$ cat src/rtl/vram_fill_arbiter.sv
// Rectangle fill engine sharing one VRAM write port with the CPU.
// CPU writes always win; the fill stalls for that cycle.
module vram_fill_arbiter #(
  parameter int VGA_WIDTH  = 320,
  parameter int VGA_HEIGHT = 200
) (
  input  logic        cpu_clk,
  input  logic        reset,
  input  logic        cpu_wr,
  input  logic [15:0] cpu_addr,
  input  logic [7:0]  cpu_data,
  input  logic        cmd_start,
  input  logic [8:0]  cmd_x,
  input  logic [7:0]  cmd_y,
  input  logic [8:0]  cmd_w,
  input  logic [7:0]  cmd_h,
  input  logic [7:0]  cmd_color,
  output logic        vram_wr,
  output logic [15:0] vram_addr,
  output logic [7:0]  vram_data,
  output logic        busy,
  output logic        done
);

  typedef enum logic [1:0] {
    IDLE,
    SETUP,
    FILL,
    DONE
  } state_e;

  localparam logic [9:0] W10 = 10'(VGA_WIDTH);
  localparam logic [8:0] H9  = 9'(VGA_HEIGHT);

  state_e      state_q, state_d;
  logic [8:0]  x_q, x_d;
  logic [7:0]  y_q, y_d;
  logic [8:0]  w_q, w_d;
  logic [7:0]  h_q, h_d;
  logic [7:0]  color_q, color_d;
  logic [8:0]  ew_q, ew_d;
  logic [7:0]  eh_q, eh_d;
  logic [8:0]  col_q, col_d;
  logic [7:0]  row_q, row_d;
  logic [15:0] base_q, base_d;
  logic        wr_q, wr_d;
  logic [15:0] addr_q, addr_d;
  logic [7:0]  data_q, data_d;

  logic [9:0]  rem_w;
  logic [8:0]  rem_h;
  logic        x_oob;
  logic        y_oob;
  logic [8:0]  clip_w;
  logic [7:0]  clip_h;
  logic        empty;

  always_comb begin
    rem_w  = W10 - {1'b0, x_q};
    rem_h  = H9 - {1'b0, y_q};
    x_oob  = ({1'b0, x_q} >= W10);
    y_oob  = ({1'b0, y_q} >= H9);
    clip_w = (rem_w > {1'b0, w_q}) ? w_q : rem_w[8:0];
    clip_h = (rem_h > {1'b0, h_q}) ? h_q : rem_h[7:0];
    empty  = x_oob || y_oob || (clip_w == 9'd0) || (clip_h == 8'd0);
  end

  always_comb begin
    state_d = state_q;
    x_d     = x_q;
    y_d     = y_q;
    w_d     = w_q;
    h_d     = h_q;
    color_d = color_q;
    ew_d    = ew_q;
    eh_d    = eh_q;
    col_d   = col_q;
    row_d   = row_q;
    base_d  = base_q;
    wr_d    = 1'b0;
    addr_d  = addr_q;
    data_d  = data_q;

    if (cpu_wr) begin
      wr_d   = 1'b1;
      addr_d = cpu_addr;
      data_d = cpu_data;
    end

    unique case (state_q)
      IDLE: begin
        if (cmd_start) begin
          x_d     = cmd_x;
          y_d     = cmd_y;
          w_d     = cmd_w;
          h_d     = cmd_h;
          color_d = cmd_color;
          state_d = SETUP;
        end
      end
      SETUP: begin
        col_d  = 9'd0;
        row_d  = 8'd0;
        ew_d   = clip_w;
        eh_d   = clip_h;
        // constant multiply reduces to shift-adds
        base_d = 16'(32'(y_q) * 32'(VGA_WIDTH)) + 16'(x_q);
        state_d = empty ? DONE : FILL;
      end
      FILL: begin
        if (!cpu_wr) begin
          wr_d   = 1'b1;
          addr_d = base_q + 16'(col_q);
          data_d = color_q;
          if (col_q == ew_q - 9'd1) begin
            col_d  = 9'd0;
            row_d  = row_q + 8'd1;
            base_d = base_q + 16'(VGA_WIDTH);
            if (row_q == eh_q - 8'd1) begin
              state_d = DONE;
            end
          end else begin
            col_d = col_q + 9'd1;
          end
        end
      end
      DONE: begin
        state_d = IDLE;
      end
      default: begin
        state_d = IDLE;
      end
    endcase
  end

  always_ff @(posedge cpu_clk) begin
    if (reset) begin
      state_q <= IDLE;
      x_q     <= '0;
      y_q     <= '0;
      w_q     <= '0;
      h_q     <= '0;
      color_q <= '0;
      ew_q    <= '0;
      eh_q    <= '0;
      col_q   <= '0;
      row_q   <= '0;
      base_q  <= '0;
      wr_q    <= 1'b0;
      addr_q  <= '0;
      data_q  <= '0;
    end else begin
      state_q <= state_d;
      x_q     <= x_d;
      y_q     <= y_d;
      w_q     <= w_d;
      h_q     <= h_d;
      color_q <= color_d;
      ew_q    <= ew_d;
      eh_q    <= eh_d;
      col_q   <= col_d;
      row_q   <= row_d;
      base_q  <= base_d;
      wr_q    <= wr_d;
      addr_q  <= addr_d;
      data_q  <= data_d;
    end
  end

  assign vram_wr   = wr_q;
  assign vram_addr = addr_q;
  assign vram_data = data_q;
  assign busy      = (state_q == SETUP) || (state_q == FILL);
  assign done      = (state_q == DONE);

endmodule

$ cat config.mk
export PLATFORM = sky130hd
export DESIGN_NAME = vram_fill_arbiter
export DESIGN_NICKNAME = d
export VERILOG_FILES = /design/src/rtl/vram_fill_arbiter.sv
export SDC_FILE = /design/constraint.sdc
export NUM_CORES = 1
export LEC_CHECK = 0
export ABC_AREA = 1
export BUFFER_PORTS_ARGS = -buffer_cell sky130_fd_sc_hd__buf_4
export CORE_MARGIN = 2
export CORE_UTILIZATION = 53
export CTS_CLUSTER_DIAMETER = 30
export CTS_CLUSTER_SIZE = 30
export DETAILED_ROUTE_END_ITERATION = 7
export PLACE_DENSITY = 0.77
export SETUP_SLACK_MARGIN = 0.2
export SYNTH_ARGS = -nofsm -noshare
export SYNTH_HDL_FRONTEND = slang
export SYNTH_SLANG_ARGS = --single-unit
$ cat constraint.sdc
create_clock -name cpu_clk -period 2.83 [get_ports cpu_clk]
set_clock_uncertainty 0.1 [all_clocks]
set_input_delay 0.4245 -clock cpu_clk [delete_from_list [all_inputs] [get_ports cpu_clk]]
set_output_delay 0.4245 -clock cpu_clk [all_outputs]
set_load 0.01 [all_outputs]
=== Yosys cells after proc, flatten, opt, wreduce, memory -nomap -nowiden ===
Index checks and enable logic that the tools add are counted.

* Output and inout port bits: 27
* Register bits: 119
* Word-level logic and storage cells: 75

* Multiply operators: 1
* $lt $le $gt $ge: 4
* Equal/unequal tests: 9
* Add/subtract/negate cells: 9
* Reduce and logical (&&, ||, !) cells: 12
* Multiplexer cells: 26

{| class="wikitable"
|+ Operators with widths
! operator !! count
|-
| 2-to-1 mux 16 bit || 5
|-
| 2-to-1 mux 8 bit || 6
|-
| adder 16 x 9 -> 16 bit || 2
|-
| case mux 16 bit (2 select lines) || 1
|-
| 2-to-1 mux 9 bit || 3
|-
| case mux 9 bit (2 select lines) || 1
|-
| adder 16 x 9 -> 16 bit, second input constant || 1
|-
| case mux 8 bit (2 select lines) || 1
|-
| > comparator 10 x 9 -> 1 bit || 1
|-
| multiplier 8 x 3 -> 10 bit, second input constant || 1
|-
| subtractor 9 x 9 -> 10 bit, first input constant || 1
|-
| adder 9 x 1 -> 9 bit, second input constant || 1
|-
| equality test 9 bit || 1
|-
| >= comparator 9 bit, second input constant || 1
|-
| > comparator 9 x 8 -> 1 bit || 1
|-
| logical NOT 9 bit || 1
|-
| subtractor 8 x 8 -> 9 bit, first input constant || 1
|-
| subtractor 9 x 1 -> 9 bit, second input constant || 1
|-
| adder 8 x 1 -> 8 bit, second input constant || 1
|-
| equality test 8 bit || 1
|-
| >= comparator 8 bit, second input constant || 1
|-
| logical NOT 8 bit || 1
|-
| 2-to-1 mux 2 bit || 4
|-
| inequality test 2 bit, second input constant || 4
|-
| other kinds (11) || 19
|}

=== Logic depth before layout (Yosys ltp) ===
Gate-level depths: netlist of run 1.

* Depth after elaboration: 8
* Depth in mapped cells: 26
* Mapped depth without buffers: 25

=== Least setup slack after synthesis of run 1 ===
Ideal clock, no wire load.

* Path kind: register -> register
* Start: reg y_q[1]
* End: reg state_q[0]
* Cell stages (with the launch flop): 24
* Arrival time: 2.743 ns
* Clock period less this slack: 2.914 ns
* Required time: 2.660 ns
* Path buffers: 1
* Slack: -0.084 ns
* Cell sequence: dfxtp_1 > inv_1 > ha_1 > nand3_1 > nand2_1 > nand2_1 > xor2_1 > inv_1 > ha_1 > a21o_1 > a21oi_1 > nand2_1 > nand2_1 > nand2_1 > buf_4 > o21ai_0 > nand2_1 > nor2_1 > nand2_1 > nand3_1 > nand2_1 > nand2_1 > nand2_1 > a21oi_1

* Word-level cells in the longest chain between the ends: 7

{| class="wikitable"
|+ RTL lines
! what !! RTL line !! source
|-
| from (decl) || 37 || <nowiki>logic [7:0] y_q, y_d;</nowiki>
|-
| from (signal assigned) || 155 || <nowiki>y_q <= y_d;</nowiki>
|-
| subtractor 8 x 8 -> 9 bit || 60 || <nowiki>rem_h = H9 - {1'b0, y_q};</nowiki>
|-
| > comparator 9 x 8 -> 1 bit || 64 || <nowiki>clip_h = (rem_h > {1'b0, h_q}) ? h_q : rem_h[7:0];</nowiki>
|-
| 2-to-1 mux 8 bit || 64 ||
|-
| logical NOT 8 bit || 65 || <nowiki>empty = x_oob || y_oob || (clip_w == 9'd0) || (clip_h == 8'd0);</nowiki>
|-
| logical OR 1 bit (*) || 65 ||
|-
| 2-to-1 mux 1 bit (*) || 108 || <nowiki>state_d = empty ? DONE : FILL;</nowiki>
|-
| case mux 2 bit (4 select lines) (*) || 90 || <nowiki>unique case (state_q)</nowiki>
|-
| to (signal assigned) || 153 || <nowiki>state_q <= state_d;</nowiki>
|-
| to (decl) || 35 || <nowiki>state_e state_q, state_d;</nowiki>
|}

Every way passes the cells marked *; elsewhere a longest branch is shown, timed or not.
A chain may end at the register's enable or synchronous reset.

=== Worst setup path after layout of run 1 ===
* Start: reg x_q[3]
* End: reg state_q[0]

* Word-level cells in the longest chain between the ends: 8

{| class="wikitable"
|+ RTL lines
! what !! RTL line !! source
|-
| from (decl) || 36 || <nowiki>logic [8:0] x_q, x_d;</nowiki>
|-
| from (signal assigned) || 139 || <nowiki>x_q <= '0;</nowiki>
|-
| from (signal assigned) || 154 || <nowiki>x_q <= x_d;</nowiki>
|-
| subtractor 9 x 9 -> 10 bit || 59 || <nowiki>rem_w = W10 - {1'b0, x_q};</nowiki>
|-
| > comparator 10 x 9 -> 1 bit || 63 || <nowiki>clip_w = (rem_w > {1'b0, w_q}) ? w_q : rem_w[8:0];</nowiki>
|-
| 2-to-1 mux 9 bit || 63 ||
|-
| logical NOT 9 bit || 65 ||
|-
| logical OR 1 bit (*) (2 in a row) || 65 ||
|-
| 2-to-1 mux 1 bit (*) || 108 ||
|-
| case mux 2 bit (4 select lines) (*) || 90 ||
|}

Marked as above.

==> metrics.md, run 1 <==
| Metric | Value |
|---|---|
| I/O pins | 97 |
| Clock network fraction of total power | 19.9% |
| Port bufs | 96 |
| Most frequent cells in the layout | nand2_1, buf_4, inv_1 |
| Slew at the pin closest to its max-slew limit | 0.398 ns |
| Int Pwr | 0.00590 W |
| Hold Crit Class | in2reg |
| Core area | 13300 µm² |
| DRC violations left | 0 |
| Layout cells sized above 1 | 25.7% |
| Post-DRT Antenna Nets | 0 |
| Syn Area/Cell | 6.97 µm² |
| Grt ovf | 0 |
| Ant diodes | 0 |
| First DRT Iteration DRCs | 780 |
| DP HPWL | 13800 µm |
| Yosys warns | 0 |
| WS Path Type | reg2reg |
| Startpoint types | flip-flop |
| DIE HEIGHT | 122 µm |
| Period Utilization, post-route | 108% |
| Clk_lat worst skew | 0.42 ns |
| Syn nets | 1176 |
| Hold Violations, Final | 0 |
| Post-Syn Instances | 1050 |
| Required @ worst endpoint | 3.08 ns |
| TritonCTS clock tree | yes |
| Slowest stage cell, crit path | dfxtp_1 |
| PD cells | 1060 nW/µm² |
| Crit path DAT | 3.31 ns |
| Cells taking the most area after synthesis | dfxtp_1, nand2_1, ha_1, inv_1, a21oi_1 |
| Leak Pwr | 4.56 nW |
| Crit path top cell by count | nand2_1 |
| Unrepaired setup endpoints after global routing | yes |
| Row count | 42 |
| Status | finished, violations left |
| Clock transition at path regs | 0.06 ns |
| Maximum clock frequency | 327 MHz |
| Vias | 7753 |
| Register area share after synthesis | 32.5% |
| First-pass GRT wire length | 33100 µm |
| Initial core utilization | 54.9% |
| CTS buffer count | 17 |
| Synth Cell Area | 7320 µm² |
| Maximum vdd drop | 0.000597 V |
| CTS Hold Bufs | 0 |
| Drt total wl | 22200 µm |
| Die Wd | 122 µm |
| Switching power | 0.00445 W |
| Fill cell count | 983 |
| Number of antenna violations at the first check in global routing | 0 |
| Post-synthesis cell type count | 44 |
| CTS root buf | clkbuf_16 |
| Combinational Power Share | 56.9% |
| GRT Util Overall | 28.1% |
| Worst setup slack after layout | -0.229 ns |
| Via density | 5.56 |
| # placed instances | 1327 |
| Area share of the largest cell type after synthesis | 32.5% |
| Die ar. | 14800 µm² |
| Placement Setup Slack | -0.120 ns |
| Nets | 1333 |
| Vias in the first global route | 7050 |
| Crit path time final | 3.06 ns |
| Final Max Tran Viols | 0 |
| Tot Pwr | 0.0103 W |
| Area growth syn-to-layout | 33.5% |
| Sink Count | 119 |
| Fin Setup TNS | -0.447 ns |
| Yosys reg bits | 119 |
| Final Wtd Congestion | 0.902 |
| DRT Pass-1 Iters | 6 |
| Rel. slew slack | 73.2% |
| Yosys top cell by area | dfxtp_1 |
| Commonest non-fill, non-tap cell in the layout | nand2_1 |
| Failing checks | setup timing |
| Switching Fraction | 43.0% |
| MaxCap Viol Count | 0 |
| Per-cell routed wire length | 15.9 µm |
| Final Util | 73.2% |
| Maximum clock path buffer count | 2 |
| CTS H-tree lvls | 4 |
| Reg power frac | 23.2% |
| Largest net degree at the start of global routing | 71 |
| Final Setup Violations | 4 |
| Critical Path End Type | flip-flop |
| Final std cells w/o fill | 1394 |
| CP Max Fanout | 6 |
| Slowest stage delay, CP | 0.33 ns |
## through the flow
step	hold WS, ns	cell area, µm²
2_1_floorplan	0.330	7380
3_3_place_gp	0.362	8490
3_5_place_dp	0.360	8490
4_1_cts	0.150	9370
5_1_grt	0.150	9770
6_report	0.159	9770
## cells by family after synthesis
| kind of cell | after synthesis | share of synthesized area (%) |
|---|---|---|
| adders and majority gates | 56 | 9.88 |
| buffers and inverters | 190 | 10.3 |
| and+or+nand+nor | 393 | 22.4 |
| xor gates and xnor gates | 52 | 6.41 |
| AOI/OAI and AO/OA | 240 | 18.5 |
| DFF | 119 | 32.5 |
## Yosys cell counts (all sizes together)
master,number
nand2,223
inv,149
dfxtp,119
nor2,95
o21ai,91
a21oi,90
ha,53
nand3,46
xor2,35
clkbuf,28
o211ai,21
a22oi,18
xnor2,16
buf,11
nand4,11
nor3,7
a31oi,6
o31ai,4
and3,3
fa,3
nand3b,3
or2,3
a211oi,2
a21o,2
clkinv,2
nor3b,2
o21a,2
o21bai,2
o221ai,1
o22ai,1
xnor3,1
## metal layers
layer,routed length [µm],up-vias,global-route usage (%)
met3,1570,96,6.23
met4,931,0,11.5
met5,0,-,0
li1,-,3739,-
met2,10600,372,46.5
met1,9130,3546,35.5
## cell type report
| class | count | area, µm² | area share (%) |
|---|---|---|---|
| tap | 176 | 220 | 2.25 |
| clock inverter | 3 | 40.0 | 0.410 |
| multi-input combinational | 743 | 4660 | 47.6 |
| clock buffer | 27 | 513 | 5.25 |
| sequential | 119 | 2390 | 24.5 |
| inverter | 151 | 584 | 5.98 |
| timing repair buffer | 175 | 1370 | 14.0 |
## flip-flops by register name, summed over array words and instances (netlist names)
| name | flops |
|---|---|
| base_q | 16 |
| vram_addr | 16 |
| col_q | 9 |
| ew_q | 9 |
| w_q | 9 |
| x_q | 9 |
| color_q | 8 |
| eh_q | 8 |
| h_q | 8 |
| row_q | 8 |
| vram_data | 8 |
| y_q | 8 |
| state_q | 2 |
| vram_wr | 1 |
## worst max-delay path: cells and delay by family (launching register included)
kind	cells	cell delay, ns
AOI/OAI and AO/OA	2	0.31
adders and majority gates	1	0.28
buffers and inverters	4	0.49
DFF	1	0.33
and+or+nand+nor	18	1.46
## power groups by stage
stage          clock, W  sequential [W]  combinational [W]
5_1_grt         0.00215         0.00243            0.00641
3_5_place_dp          0         0.00239            0.00437
4_1_cts         0.00206         0.00236            0.00496
6_report        0.00206         0.00240            0.00589
2_1_floorplan         0         0.00234            0.00321
3_3_place_gp          0         0.00237            0.00428
## what timing repair did
| action | 4_1_cts | 5_1_grt |
|---|---|---|
| gates resized for setup | 37 | 76 |
| pin swaps | 20 | 30 |
| buffers inserted | 23 | 12 |
| gates cloned | 1 | 1 |
| setup endpoints to repair | 12 | 37 |
## path summary, 6_finish.rpt
kind	slack (ns)	to	cells after the start	start
min	0.16	color_q[4]	3	cmd_color[4]
max	-0.23	state_q[0]	25	x_q[3]
min reg2reg	0.37	base_q[5]	2	base_q[5]
max reg2reg	-0.23	state_q[0]	25	x_q[3]
(Power assumes the default switching activity.)
==> run 2, diff against run 1 <==
--- a/config.mk
+++ b/config.mk
@@ -13,6 +13,7 @@
 export CTS_CLUSTER_SIZE = 30
 export DETAILED_ROUTE_END_ITERATION = 7
 export PLACE_DENSITY = 0.77
+export RECOVER_POWER = 100
 export SETUP_SLACK_MARGIN = 0.2
 export SYNTH_ARGS = -nofsm -noshare
 export SYNTH_HDL_FRONTEND = slang
==> run 2 against run 1 <==
Net effect:
- the run still ends with setup timing left
- sequential share of layout area up 0.44 points
- clock power is essentially flat
- cell area shrank 1.8%
- sequential power about the same
- critical endpoint unchanged
==> metrics.md, run 2 (synthesized netlist as in run 1, its figures left out) <==
| Metric | Value |
|---|---|
| GRT Util Overall | 28.1% (unchanged) |
| Max Used Layer | met4 (unchanged) |
| Maximum clock frequency | 327 MHz (about the same) |
| Startpoint types | flip-flop (unchanged) |
| CTS root buf | clkbuf_16 (unchanged) |
| Int Pwr | 0.00581 W (was 0.00590 W) |
| DRT Pass-1 Iters | 7 (was 6) |
| Met3 WL post-DR | 1510 µm (was 1570 µm) |
| Initial core utilization | 54.9% (unchanged) |
| Clock transition at path regs | 0.06 ns (about the same) |
| Switching power | 0.00440 W (was 0.00445 W) |
| Commonest non-fill, non-tap cell in the layout | nand2_1 (unchanged) |
| Met1 WL | 9240 µm (was 9130 µm) |
| CP Depth | 24 (was 25) |
| Hold Slack | 0.156 ns (was 0.159 ns) |
| CP delay by family, top | simple AND/OR/NAND/NOR gates (unchanged) |
| Combinational Power Share | 56.4% (was 56.9%) |
| Grt ovf | 0 (unchanged) |
| Clock network fraction of total power | 20.1% (was 19.9%) |
| Crit-path cells | inv_4 > ha_4 > nand3_4 > inv_2 > nand4_1 > buf_4 > nand3_2 > nand2_2 > inv_2 > ha_4 > and3_4 > nand4_1 > nand2_4 > buf_6 > nand3_1 > nand2_1 > nand2_1 > nor2_1 > nand3_1 > nand3_1 > nand2_1 > nand2_1 > nand2_1 > a21oi_2 |
| First DRT Iteration DRCs | 699 (was 780) |
| PD cells | 1060 nW/µm² (about the same) |
| Vias | 7726 (was 7753) |
| Number of antenna violations at the first check in global routing | 0 (unchanged) |
| Status | finished, violations left (unchanged) |
| CP Max Fanout | 6 (unchanged) |
| TritonCTS clock tree | yes (unchanged) |
| CTS Hold Bufs | 0 (unchanged) |
| DIE HEIGHT | 122 µm (unchanged) |
| Crit path DAT | 3.32 ns (was 3.31 ns) |
| Failing checks | setup timing (unchanged) |
| Worst Hold Depth | 3 (unchanged) |
| Ant diodes | 0 (unchanged) |
| Crit path time final | 3.06 ns (about the same) |
| Required @ worst endpoint | 3.09 ns (was 3.08 ns) |
| Crit path top cell by count | nand2_1 (unchanged) |
| Largest net degree at the start of global routing | 71 (unchanged) |
| Final Max Tran Viols | 0 (unchanged) |
| Most frequent cells in the layout | nand2_1, buf_4, inv_1 (unchanged) |
| Port bufs | 96 (unchanged) |
| Slew at the pin closest to its max-slew limit | 1.12 ns (was 0.398 ns) |
| Post-DRT Antenna Nets | 0 (unchanged) |
| Nets | 1333 (unchanged) |
| Clk_lat worst skew | 0.42 ns (about the same) |
| Final Setup Violations | 4 (unchanged) |
| Slowest stage delay, CP | 0.36 ns (was 0.33 ns) |
| Rel. slew slack | 25.5% (was 73.2%) |
| Final Wtd Congestion | 0.902 (unchanged) |
| Tot Pwr | 0.0102 W (was 0.0103 W) |
| Row count | 42 (unchanged) |
| Switching Fraction | 43.1% (was 43.0%) |
| Die Wd | 122 µm (unchanged) |
| Setup slack, reg-to-reg | -0.23 ns (about the same) |
| Worst setup slack after layout | -0.229 ns (about the same) |
| Maximum vdd drop | 0.000592 V (was 0.000597 V) |
| Sink Count | 119 (unchanged) |
| Unrepaired setup endpoints after global routing | yes (unchanged) |
| Die ar. | 14800 µm² (unchanged) |
| Maximum clock path buffer count | 2 (unchanged) |
| Final Util | 71.9% (was 73.2%) |
| Period Utilization, post-route | 108% (about the same) |
| Layout cells sized above 1 | 22.9% (was 25.7%) |
| Drt total wl | 22200 µm (about the same) |
| MaxCap Viol Count | 0 (unchanged) |
| First-pass GRT wire length | 33100 µm (unchanged) |
| I/O pins | 97 (unchanged) |
| Leak Pwr | 4.43 nW (was 4.56 nW) |
| DP HPWL | 13800 µm (unchanged) |
| WS Path Type | reg2reg (unchanged) |
| Slowest stage cell, crit path | dfxtp_2 (was dfxtp_1) |
| CTS buffer count | 17 (unchanged) |
| Met2 Wirelength | 10500 µm (was 10600 µm) |
| Reg power frac | 23.4% (was 23.2%) |
| Core area | 13300 µm² (unchanged) |
| Vias in the first global route | 7050 (unchanged) |
| DRC violations left | 0 (unchanged) |
| Hold Crit Class | in2reg (unchanged) |
| Crit path buf inv count | 5 (was 4) |
| CTS H-tree lvls | 4 (unchanged) |
| Critical Path End Type | flip-flop (unchanged) |
| Area growth syn-to-layout | 31.1% (was 33.5%) |
| Via density | 5.54 (was 5.56) |
| Per-cell routed wire length | 15.9 µm (about the same) |
| Hold Violations, Final | 0 (unchanged) |
| R2R depth | 24 (was 25) |
## run 2: per-layer routing
| layer | vias up | global-route usage, % |
|---|---|---|
| li1 | 3740 | - |
| met1 | 3545 | 35.5 |
| met2 | 344 | 46.5 |
| met3 | 97 | 6.23 |
| met4 | 0 | 11.5 |
| met5 | - | 0 |
## run 2: worst paths after layout
check | from | to
worst max-delay path | x_q[0] | state_q[0]
worst min-delay path | cmd_color[4] | color_q[4]
worst min register to register | base_q[5] | base_q[5]
worst max register to register | x_q[0] | state_q[0]
## run 2: layout make-up
| type | instances | area, µm² |
|---|---|---|
| fillers | 1018 | 3750 |
| clock inverters | 3 | 40.0 |
| repair buffers | 175 | 1240 |
| inverters | 151 | 574 |
| flip-flops and latches | 119 | 2390 |
| clock buffers | 27 | 513 |
| well taps | 176 | 220 |
| multi-input cells | 743 | 4620 |
## run 2: repair_timing
action                                  4_1_cts  5_1_grt
cloned                                        1        1
endpoints found under the setup margin       12       37
resized for setup                            37       76
setup buffers                                23       12
pin swaps                                    20       30
## run 2: power by group through the flow
stage	combinational (W)	clock [W]	sequential [W]
after floorplan	0.00321	0	0.00234
after global placement	0.00428	0	0.00237
after detailed placement	0.00437	0	0.00239
after CTS	0.00496	0.00206	0.00236
after global routing	0.00628	0.00215	0.00243
final	0.00576	0.00206	0.00239
## run 2: worst reg2reg max path, cell delays in order (launching register included)
cell and delay (ns):
dfxtp_2 0.36, inv_4 0.06, ha_4 0.18, nand3_4 0.12, inv_2 0.05, nand4_1 0.09
buf_4 0.13, nand3_2 0.07, nand2_2 0.11, inv_2 0.05, ha_4 0.26, and3_4 0.17
nand4_1 0.16, nand2_4 0.16, buf_6 0.14, nand3_1 0.07, nand2_1 0.10, nand2_1 0.07
nor2_1 0.11, nand3_1 0.09, nand3_1 0.07, nand2_1 0.05, nand2_1 0.06, nand2_1 0.05
a21oi_2 0.11
## run 2: through the flow
stage / setup slack, ns / instances / area (µm²) / TNS, ns
floorplan: 0.180 / 1050 / 7380 / 0
finish: -0.229 / 1394 / 9600 / -0.449
global placement: 0.0220 / 1327 / 8490 / 0
global route: -0.365 / 1394 / 9600 / -3.12
CTS: 0.0233 / 1381 / 9370 / 0
detailed placement: -0.120 / 1327 / 8490 / -0.120
==> run 3, diff against run 2 <==
--- a/config.mk
+++ b/config.mk
@@ -8,12 +8,13 @@
 export ABC_AREA = 1
 export BUFFER_PORTS_ARGS = -buffer_cell sky130_fd_sc_hd__buf_4
 export CORE_MARGIN = 2
-export CORE_UTILIZATION = 53
+export CORE_UTILIZATION = 60
 export CTS_CLUSTER_DIAMETER = 30
 export CTS_CLUSTER_SIZE = 30
 export DETAILED_ROUTE_END_ITERATION = 7
-export PLACE_DENSITY = 0.77
+export PLACE_DENSITY = 0.83
 export RECOVER_POWER = 100
+export REMOVE_ABC_BUFFERS = 1
 export SETUP_SLACK_MARGIN = 0.2
 export SYNTH_ARGS = -nofsm -noshare
 export SYNTH_HDL_FRONTEND = slang
==> constraint.sdc (replaced) <==
create_clock -name cpu_clk -period 3.7 [get_ports cpu_clk]
set_clock_uncertainty 0.1 [all_clocks]
set_input_delay 0.185 -clock cpu_clk [delete_from_list [all_inputs] [get_ports cpu_clk]]
set_output_delay 0.185 -clock cpu_clk [all_outputs]
set_load 0.01 [all_outputs]
==> run 3 against run 2 <==
Net effect:
- the run ends with hold timing, capacitance limit, slew limit left
- worst hold slack worse by 0.16 ns
- non-clock buffer count decreased by 5
- utilization grew 5.7 points
- global-route usage up 2.6 points
- combinational power is 46% lower
- sequential power is 23% lower
- critical path depth down 2
- first-iteration DRC count shrank 21%
- clock power decreased by 13%
- flip-flop and latch count did not move
- via count is 4.5% lower
- largest power group unchanged
- highest routed layer unchanged
==> metrics.md, run 3 (synthesized netlist as in run 1, its figures left out) <==
| Metric | Value |
|---|---|
| Crit-path cells | inv_1 > ha_1 > nand3_1 > nand2_1 > nand2_1 > xor2_1 > inv_1 > ha_1 > a21o_1 > a21oi_1 > nand2_1 > nand2_1 > nand2_2 > o21ai_0 > nand2_1 > nor2_1 > nand2_1 > nand3_1 > nand2_1 > nand2_1 > nand2_1 > a21oi_1 (was inv_4 > ha_4 > nand3_4 > inv_2 > nand4_1 > buf_4 > nand3_2 > nand2_2 > inv_2 > ha_4 > and3_4 > nand4_1 > nand2_4 > buf_6 > nand3_1 > nand2_1 > nand2_1 > nor2_1 > nand3_1 > nand3_1 > nand2_1 > nand2_1 > nand2_1 > a21oi_2) |
| Unrepaired setup endpoints after global routing | no (was yes) |
| Slowest stage delay, CP | 0.35 ns (was 0.36 ns) |
| Crit. Startpoint | y_q[1] (was x_q[0]) |
| Failing checks | hold timing, capacitance limit, slew limit (was setup timing) |
| CP delay by family, top | simple AND/OR/NAND/NOR gates (unchanged) |
| CTS H-tree lvls | 4 (unchanged) |
| Fin Setup TNS | 0 ns (was -0.449 ns) |
| Post-DRT Antenna Nets | 0 (unchanged) |
| Sink Count | 119 (unchanged) |
| Slew at the pin closest to its max-slew limit | 1.68 ns (was 1.12 ns) |
| Fill cell count | 883 (was 1018) |
| Ant diodes | 0 (unchanged) |
| Worst R2R Start | y_q[1] (was x_q[0]) |
| PD cells | 726 nW/µm² (was 1060 nW/µm²) |
| Critical Path End Type | flip-flop (unchanged) |
| Final Util | 77.6% (was 71.9%) |
| DRC violations left | 0 (unchanged) |
| CP Depth | 22 (was 24) |
| First DRT Iteration DRCs | 553 (was 699) |
| Final Wtd Congestion | 0.869 (was 0.902) |
| CTS root buf | clkbuf_16 (unchanged) |
| Grt ovf | 0 (unchanged) |
| Reg2Reg Capture Point | state_q[0] (unchanged) |
| Rel. slew slack | -12.1% (was 25.5%) |
| Required @ worst endpoint | 3.94 ns (was 3.09 ns) |
| Vias in the first global route | 6974 (was 7050) |
| Port bufs | 96 (unchanged) |
| Slowest stage cell, crit path | dfxtp_1 (was dfxtp_2) |
| DP HPWL | 12400 µm (was 13800 µm) |
| Crit path buf inv count | 2 (was 5) |
| I/O pins | 97 (unchanged) |
| WS Path Type | reg2reg (unchanged) |
| Period Utilization, post-route | 87.5% (was 108%) |
| R2R depth | 22 (was 24) |
| First-pass GRT wire length | 32300 µm (was 33100 µm) |
| Crit path DAT | 3.48 ns (was 3.32 ns) |
| Number of antenna violations at the first check in global routing | 0 (unchanged) |
| Core area | 12000 µm² (was 13300 µm²) |
| Area growth syn-to-layout | 26.8% (was 31.1%) |
| Hold Slack | -0.0000379 ns (was 0.156 ns) |
| Maximum vdd drop | 0.000460 V (was 0.000592 V) |
| Tot Pwr | 0.00674 W (was 0.0102 W) |
| DIE HEIGHT | 114 µm (was 122 µm) |
| Startpoint types | flip-flop (unchanged) |
| Clk_lat worst skew | 0.43 ns (was 0.42 ns) |
| Final Max Tran Viols | 63 (was 0) |
| TritonCTS clock tree | yes (unchanged) |
| Via density | 5.43 (was 5.54) |
| Crit path time final | 3.24 ns (was 3.06 ns) |
| Maximum clock path buffer count | 2 (unchanged) |
| Drt total wl | 19600 µm (was 22200 µm) |
| Vias | 7382 (was 7726) |
| Largest net degree at the start of global routing | 66 (was 71) |
| DRT Pass-1 Iters | 7 (unchanged) |
| Hold Crit Class | in2reg (unchanged) |
| Maximum clock frequency | 309 MHz (was 327 MHz) |
| Initial core utilization | 61.2% (was 54.9%) |
| Layout cells sized above 1 | 10.1% (was 22.9%) |
| CTS buffer count | 17 (unchanged) |
| Per-cell routed wire length | 14.4 µm (was 15.9 µm) |
| Die Wd | 114 µm (was 122 µm) |
| Status | finished, violations left (unchanged) |
| Nets | 1326 (was 1333) |
| Hold Violations, Final | 1 (was 0) |
| Final Setup Violations | 0 (was 4) |
| Leak Pwr | 4.32 nW (was 4.43 nW) |
| Hold Path Origin | cpu_addr[2] (was cmd_color[4]) |
| Row count | 40 (was 42) |
| Critical Path End | state_q[0] (unchanged) |
| MaxCap Viol Count | 1 (was 0) |
| CP Max Fanout | 13 (was 6) |
| GRT Util Overall | 30.6% (was 28.1%) |
| Commonest non-fill, non-tap cell in the layout | nand2_1 (unchanged) |
| Crit path top cell by count | nand2_1 (unchanged) |
| Die ar. | 13100 µm² (was 14800 µm²) |
| Most frequent cells in the layout | nand2_1, inv_1, dfxtp_1 (was nand2_1, buf_4, inv_1) |
| Setup slack, reg-to-reg | 0.46 ns (was -0.23 ns) |
| Clock transition at path regs | 0.05 ns (was 0.06 ns) |
run 3: cell types whose count changed in the layout (fill, tap and decap cells not counted), sizes merged:
cell         delta
buf            -71
dlygate4sd3    +65
bufinv          +3
clkinv          +2
nand2           -2
clkbuf          -1
inv             -1
run 3: final cells by class:
class                   instances  area (µm²)  area share, %
repair buffers                170        1320           14.2
clock inverters                 7         139           1.50
flip-flops and latches        119        2380           25.7
multi-input cells             741        4190           45.1
clock buffers                  25         505           5.44
inverters                     151         568           6.12
well taps                     147         184           1.98
run 3: tightest hold or removal path: stages:
cell and delay [ns]:
buf_4 0.08, a22oi_1 0.08, a21oi_1 0.14
run 3: per-stage QoR:
step | setup slack, ns | cells | instance area, µm² | hold slack (ns)
after floorplan | 0.600 | 1011 | 7140 | 0.154
final | 0.464 | 1360 | 9290 | -0.0000379
after CTS | 0.354 | 1360 | 9410 | 0.00184
after detailed placement | 0.443 | 1263 | 8110 | 0.350
after global placement | 0.606 | 1263 | 8110 | 0.338
after global routing | 0.177 | 1360 | 9290 | 0.0187
run 3: metal layers:
metal	part of all wire (%)	vias up	global-route usage, %
met4	2.3	0	12.5
met5	0	-	0
li1	-	3729	-
met2	48	275	52.8
met1	44	3329	37.5
met3	5.5	49	5.77
run 3: where the power goes:
group	leakage, nW	switching, W	internal [W]	total (W)
clock network	0.317	0.000585	0.00122	0.00180
logic	3.03	0.00194	0.00117	0.00311
registers	0.977	0.000257	0.00157	0.00183
run 3: worst min-delay path by stage:
stage                         to  slack [ns]  cells after the start
global placement      color_q[5]        0.34                      3
finish              vram_addr[2]    -0.00004                      3
detailed placement    color_q[0]        0.35                      3
CTS                 vram_addr[2]       0.002                      3
global route        vram_addr[2]        0.02                      3
floorplan              base_q[1]        0.15                      1
run 3: what timing repair did:
item | CTS | global route
setup endpoints to repair | 0 | 1
endpoints found under the hold margin | 65 | 0
gates resized for setup | 0 | 7
hold buffers | 65 | 0
setup buffers | 0 | 0
